File: config.mk
export PLATFORM = sky130hd
export DESIGN_NAME = w_grf
export DESIGN_NICKNAME = d
export VERILOG_FILES = /design/src/rtl/w_grf.sv
export SDC_FILE = /design/constraint.sdc
export NUM_CORES = 2
export LEC_CHECK = 0
export BUFFER_PORTS_ARGS = -buffer_cell sky130_fd_sc_hd__buf_4
export CORE_MARGIN = 4
export CORE_UTILIZATION = 60
export DETAILED_ROUTE_END_ITERATION = 8
export PLACE_DENSITY_LB_ADDON = 0.12
export RECOVER_POWER = 25
export SLEW_MARGIN = 20
export SYNTH_ARGS = -nofsm -noshare
export SYNTH_HDL_FRONTEND = slang
export SYNTH_SLANG_ARGS = --single-unit
File: constraint.sdc
create_clock -name clk -period 2.7 [get_ports clk]
set_clock_uncertainty 0.15 [all_clocks]
set_input_delay 0.135 -clock clk [delete_from_list [all_inputs] [get_ports clk]]
set_output_delay 0.135 -clock clk [all_outputs]
set_load 0.01 [all_outputs]
File: src/rtl/w_grf.sv
// -----------------------------------------------------------------------------
// w_grf -- write-back stage general register file
//
// Purpose:
//   Forms the final write-back value (ALU result, extended load data, link
//   address or zero), commits it to a 31-entry register file ($0 hard-wired
//   to zero), serves two zero-latency decode-stage read ports with
//   write-before-read bypass, and produces a one-cycle-delayed commit trace
//   plus a retired-instruction counter.
//
// Ports:
//   clk, reset                 clock, synchronous active-high reset
//   W_PC, W_inStr              PC and instruction word in W (zero = bubble)
//   W_writeReg_NUM             destination register number
//   W_aluResult                ALU result; [1:0] is the load byte offset
//   W_dataOUT                  aligned memory word read in M
//   W_PC8                      link value for jal/jalr
//   W_regWrite                 instruction writes the register file
//   W_wdSel                    0 ALU, 1 load, 2 PC8, 3 zero
//   W_loadType                 0 word, 1 lbu, 2 lb, 3 lhu, 4 lh, 5-7 word
//   D_rs_NUM, D_rt_NUM         decode-stage read addresses
//   D_rs_DATA, D_rt_DATA       decode-stage read data
//   W_writeData, W_writeEn     final write value and effective write enable
//   trace_valid/PC/NUM/DATA    register write committed on the previous edge
//   retire_cnt                 count of retired non-bubble instructions
// -----------------------------------------------------------------------------
module w_grf (
    input  logic        clk,
    input  logic        reset,
    input  logic [31:0] W_PC,
    input  logic [31:0] W_inStr,
    input  logic [4:0]  W_writeReg_NUM,
    input  logic [31:0] W_aluResult,
    input  logic [31:0] W_dataOUT,
    input  logic [31:0] W_PC8,
    input  logic        W_regWrite,
    input  logic [1:0]  W_wdSel,
    input  logic [2:0]  W_loadType,
    input  logic [4:0]  D_rs_NUM,
    input  logic [4:0]  D_rt_NUM,
    output logic [31:0] D_rs_DATA,
    output logic [31:0] D_rt_DATA,
    output logic [31:0] W_writeData,
    output logic        W_writeEn,
    output logic        trace_valid,
    output logic [31:0] trace_PC,
    output logic [31:0] trace_DATA,
    output logic [4:0]  trace_NUM,
    output logic [31:0] retire_cnt
);

    // Register storage; $0 has no entry and is synthesised as constant zero.
    logic [31:0] regs_q [1:31];

    logic        trace_valid_q, trace_valid_d;
    logic [31:0] trace_pc_q, trace_pc_d;
    logic [31:0] trace_data_q, trace_data_d;
    logic [4:0]  trace_num_q, trace_num_d;
    logic [31:0] retire_cnt_q, retire_cnt_d;

    logic [31:0] load_data_s;
    logic [31:0] rs_stored_s;
    logic [31:0] rt_stored_s;

    // Select the addressed byte/halfword and extend it. Halfword selection
    // looks only at offset bit 1; offset bit 0 is ignored for halfwords.
    function automatic logic [31:0] load_extend(input logic [31:0] word,
                                                input logic [1:0]  off,
                                                input logic [2:0]  ltype);
        logic [7:0]  b_v;
        logic [15:0] h_v;
        case (off)
            2'd0:    b_v = word[7:0];
            2'd1:    b_v = word[15:8];
            2'd2:    b_v = word[23:16];
            2'd3:    b_v = word[31:24];
            default: b_v = word[7:0];
        endcase
        if (off[1]) begin
            h_v = word[31:16];
        end else begin
            h_v = word[15:0];
        end
        case (ltype)
            3'd1:    load_extend = {24'h000000, b_v};
            3'd2:    load_extend = {{24{b_v[7]}}, b_v};
            3'd3:    load_extend = {16'h0000, h_v};
            3'd4:    load_extend = {{16{h_v[15]}}, h_v};
            default: load_extend = word;
        endcase
    endfunction

    // Read-port priority: $0 first, then bypass of the in-flight write,
    // then the stored value.
    function automatic logic [31:0] read_mux(input logic [4:0]  num,
                                             input logic        wen,
                                             input logic [4:0]  wnum,
                                             input logic [31:0] wdata,
                                             input logic [31:0] stored);
        if (num == 5'd0) begin
            read_mux = 32'h0000_0000;
        end else if (wen && (num == wnum)) begin
            read_mux = wdata;
        end else begin
            read_mux = stored;
        end
    endfunction

    // Write-back data selection and effective write enable.
    always_comb begin
        load_data_s = load_extend(W_dataOUT, W_aluResult[1:0], W_loadType);
        case (W_wdSel)
            2'd0:    W_writeData = W_aluResult;
            2'd1:    W_writeData = load_data_s;
            2'd2:    W_writeData = W_PC8;
            2'd3:    W_writeData = 32'h0000_0000;
            default: W_writeData = 32'h0000_0000;
        endcase
        W_writeEn = W_regWrite && (W_writeReg_NUM != 5'd0);
    end

    // Stored-value lookup for both read ports ($0 has no storage entry).
    always_comb begin
        if (D_rs_NUM == 5'd0) begin
            rs_stored_s = 32'h0000_0000;
        end else begin
            rs_stored_s = regs_q[D_rs_NUM];
        end
        if (D_rt_NUM == 5'd0) begin
            rt_stored_s = 32'h0000_0000;
        end else begin
            rt_stored_s = regs_q[D_rt_NUM];
        end
    end

    // Zero-latency read ports with write-before-read bypass.
    always_comb begin
        D_rs_DATA = read_mux(D_rs_NUM, W_writeEn, W_writeReg_NUM, W_writeData, rs_stored_s);
        D_rt_DATA = read_mux(D_rt_NUM, W_writeEn, W_writeReg_NUM, W_writeData, rt_stored_s);
    end

    // Next-state for trace (holds fields when nothing commits) and counter.
    always_comb begin
        trace_valid_d = W_writeEn;
        if (W_writeEn) begin
            trace_pc_d   = W_PC;
            trace_num_d  = W_writeReg_NUM;
            trace_data_d = W_writeData;
        end else begin
            trace_pc_d   = trace_pc_q;
            trace_num_d  = trace_num_q;
            trace_data_d = trace_data_q;
        end
        if (W_inStr != 32'h0000_0000) begin
            retire_cnt_d = retire_cnt_q + 32'd1;
        end else begin
            retire_cnt_d = retire_cnt_q;
        end
    end

    // Register file commit; reset wins over a simultaneous write.
    always_ff @(posedge clk) begin
        if (reset) begin
            for (int i = 1; i < 32; i++) begin
                regs_q[i] <= 32'h0000_0000;
            end
        end else if (W_writeEn) begin
            regs_q[W_writeReg_NUM] <= W_writeData;
        end
    end

    // Trace and retire-counter state.
    always_ff @(posedge clk) begin
        if (reset) begin
            trace_valid_q <= 1'b0;
            trace_pc_q    <= 32'h0000_0000;
            trace_num_q   <= 5'd0;
            trace_data_q  <= 32'h0000_0000;
            retire_cnt_q  <= 32'h0000_0000;
        end else begin
            trace_valid_q <= trace_valid_d;
            trace_pc_q    <= trace_pc_d;
            trace_num_q   <= trace_num_d;
            trace_data_q  <= trace_data_d;
            retire_cnt_q  <= retire_cnt_d;
        end
    end

    assign trace_valid = trace_valid_q;
    assign trace_PC    = trace_pc_q;
    assign trace_NUM   = trace_num_q;
    assign trace_DATA  = trace_data_q;
    assign retire_cnt  = retire_cnt_q;

endmodule

==> impl_results.md <==
- DR iter-0 viols: 7,179
- Worst R2R Start: retire_cnt[16]$_SDFFE_PP0P_
- Slew HR: 0.111
- Fmax: 314 MHz
- Asr flop ratio synth: 0
- Crit path depth: 8
- Final setup TNS: -29,350 ps
- Core area: 97,100 sq um
- Peak supply drop: 0.581 mV
- Vias in the first global route: 45,867
- Post-synthesis cell type count: 77
- R2R Setup Slk: 240 ps
- Share of the synthesized area in the top cell type: 0.521
- FP Rows: 114
- Commonest cells in the synthesized netlist: nor2_1, edfxtp_1, mux4_2, clkbuf_1, mux2i_1
- Initial Utilization: 0.607
- Filler Cells Inserted: 6,269
- Area of the multi-input gates: 25,600 sq um
- Routability cong.: 0.979
- Crit path max-delay cell type: a221oi_1
- I/O pins: 382
- CP max stage delay: 1060 ps
- Area contributors post-synth: edfxtp_1, mux4_2, nor2_1
- DIE HEIGHT: 322 um
- # clock sinks: 1,126
- Critical path origin: W_dataOUT[19]
- CTS buffer count: 116
- Reg area: 32,800 sq um
- Reg2Reg Depth: 5
- Worst setup EP type: output pin
- Layout cell share with drive strength beyond 1: 0.328
- Clock-pin transition on the worst setup and hold timing paths: 60 ps
- Avg WL per Cell: 32.5 um
- Synthesized flop and latch total: 1,126
- Clock power share: 0.375
- Post-Syn Area per Cell: 13.2 sq um
- First-pass DRT Iterations: 6
- Gate Count Post-Synth: 4,481
- H-tree lvl count: 3
- CTS root buffer: clkbuf_16
- Port bufs: 381
- Max Slew Vio Count: 0
- Final Cycle Share: 1.18
- Cell Area, Synth: 59,000 sq um
- Seq/Total Area, Yosys: 0.556
- Startpoint types: primary input
- Internal: 33.4 mW
- Post-synth top area cell: edfxtp_1
- Drt total wl: 210,000 um
- Count leader, synth: nor2_1
- Total power: 45.2 mW
- Leak: 25.8 nW
- Failing checks: negative setup slack
- Sequential share of power: 0.453
- RSZ-0062 raised after global routing: yes
- CP delay by family, top: compound AO/OA/AOI/OAI gates
- Drt via density: 7.03
- Final Hold Fails: 0
- Crit-path cells: dlygate4sd3_1, buf_4, mux2i_1, o21ai_0, a221oi_1, clkbuf_1, a211oi_1, buf_4
- DP Cell Count: 6,186
- Die Area: 103,000 sq um
- Logic pwr share: 0.172
- Vias post-DR: 45,546
- Hold Crit Depth: 5
- Die W: 322 um
- Post-layout minimum cycle time: 3190 ps
- DRC viols: 0
- CP Class: in -> out
- CTS tree: done
- First-pass GRT wire length: 305,000 um
- Detailed placement HPWL: 138,000 um
- All-Layer GR Usage: 0.406
- Total gr overflow: 0
- CP Max Fanout: 3
- Cell Pwr Density: 624 nW/um^2
- Initial antenna violation count: 6
- Clk_lat worst skew: 710 ps
- CP Data Arrival Time: 2900 ps
- ANT nets after route: 0
- P_sw: 11.8 mW
- Worst path most repeated cell: buf_4
- Setup violations, final: 258
- Post-synth EDFFs: 1,024
- Largest net degree at the start of global routing: 86
- CP Data Required Time: 2410 ps
- Nets: 5,282
- RR Endpoint: retire_cnt[25]$_SDFFE_PP0P_
- CP bufs+invs: 4
- Setup ws final: -489 ps
- Max cap viols: 0
- Clock Tree Buf Depth: 3
- Slew @ Worst Pin: 1330 ps
- Worst hold path class: in -> reg
- Area grow syn2layout: 22.8%
- Outcome: finished, violations left
- Syn. warnings: 0
- Sw frac: 0.260
- Post-synth top flop: edfxtp_1
- Worst setup path end: D_rs_DATA[3]
- Non-filler instance count after layout: 6,481
[area by class of cell]
| type | instances | share of cell area |
|---|---|---|
| Clock buffer | 156 | 0.0446 |
| Inverter | 45 | 0.00235 |
| Sequential cell | 1126 | 0.453 |
| Clock inverter | 64 | 0.0108 |
| Timing Repair Buffer | 937 | 0.113 |
| Tap cell | 1276 | 0.0220 |
| Antenna cell | 5 | 0.000173 |
| Multi-Input combinational cell | 2872 | 0.354 |
[state kept, by name (all words and copies together) (netlist names)]
name and flops:
regs_q 1024, retire_cnt 32, trace_DATA 32, trace_PC 32, trace_NUM 5, trace_valid 1
[power groups by stage]
stage	registers (mW)	logic [mW]	clock network, mW
2_1_floorplan	20.6	3.84	0
3_3_place_gp	20.7	7.03	0
3_5_place_dp	20.8	7.10	0
4_1_cts	20.4	7.55	17.0
5_1_grt	20.5	8.00	17.7
6_report	20.5	7.77	16.9
[metrics by stage]
| step | instance area (sq um) | setup slack, ps | hold WS [ps] | utilization |
|---|---|---|---|---|
| after global routing | 72400 | -546 | 27.3 | 0.745 |
| after floorplan | 59100 | 315 | 121 | - |
| after global placement | 66700 | -206 | 231 | 0.687 |
| after detailed placement | 66700 | -213 | 243 | 0.687 |
| final | 72400 | -489 | 23.4 | 0.746 |
| after CTS | 72600 | -501 | 0.664 | 0.748 |
[logic make-up after synthesis]
| kind of cell | Yosys count | share of synthesized area |
|---|---|---|
| AND/OR/NAND/NOR | 1581 | 0.114 |
| buffers and inverters | 514 | 0.0396 |
| adder cells (fa/ha/maj) | 1 | 0.000212 |
| multiplexers | 707 | 0.220 |
| XOR/XNOR | 14 | 0.00208 |
| other | 1 | 0.0000636 |
| AO/OA/AOI/OAI | 537 | 0.0690 |
| flip-flops | 1126 | 0.556 |
[what timing repair did]
action,in CTS,in global routing
pin swaps,112,80
hold endpoints to repair,216,0
gates resized for setup,245,108
buffers inserted,12,11
cloned,0,0
hold buffers,78,0
setup endpoints to repair,64,71
[tightest hold or removal path: cells and delay by family]
| kind | cells | cell delay (ps) |
|---|---|---|
| buf+inv | 2 | 210 |
| simple gates | 2 | 200 |
| compound gates | 1 | 210 |
[how the worst min path moves through the flow]
stage,start,to,slack (ps)
final,W_PC8[28],regs_q[0][28]$_DFFE_PP_,20
after global routing,W_dataOUT[0],trace_DATA[0]$_SDFFE_PP0P_,30
after CTS,W_PC8[1],trace_DATA[1]$_SDFFE_PP0P_,0.7
after detailed placement,W_PC[30],trace_PC[30]$_SDFFE_PP0P_,240
after global placement,W_PC[27],trace_PC[27]$_SDFFE_PP0P_,230
after floorplan,W_PC[0],trace_PC[0]$_SDFFE_PP0P_,120
[routing by layer]
layer,up-vias,global-route usage,share of wire
met4,2,0.242,0.068
met5,-,0,0.000062
met3,770,0.0973,0.14
met1,22598,0.528,0.33
met2,3913,0.628,0.46
li1,18263,-,-
[cells in the final DEF (no fill, tap or decap), drive strengths merged, types with 7 or more instances in the layout]
| cell | synthesis | layout |
|---|---|---|
| nor2 | 1083 | 1083 |
| edfxtp | 1024 | 1024 |
| buf | 243 | 718 |
| mux4 | 468 | 468 |
| clkbuf | 226 | 297 |
| mux2i | 218 | 218 |
| nand2 | 182 | 182 |
| dfxtp | 102 | 102 |
| a21oi | 101 | 101 |
| nor3 | 81 | 81 |
| dlygate4sd3 | 0 | 78 |
| o21ai | 67 | 67 |
| a211oi | 54 | 54 |
| nor2b | 50 | 50 |
| a221oi | 50 | 50 |
| inv | 44 | 46 |
| nand2b | 42 | 42 |
| o22ai | 42 | 42 |
| clkinv | 1 | 42 |
| a22oi | 36 | 36 |
| o21a | 34 | 34 |
| conb | 1 | 32 |
| a22o | 29 | 29 |
| nand3 | 26 | 26 |
| nand4 | 25 | 25 |
| a31oi | 24 | 24 |
| mux2 | 21 | 21 |
| nor4 | 20 | 20 |
| a21o | 17 | 17 |
| o211ai | 17 | 17 |
| o31ai | 17 | 17 |
| bufinv | 0 | 17 |
| or3 | 17 | 17 |
| or4 | 14 | 14 |
| nand3b | 11 | 11 |
| xnor2 | 8 | 8 |
| a221o | 8 | 8 |
| a211o | 7 | 7 |
| a31o | 7 | 7 |
(Power assumes the default switching activity.)
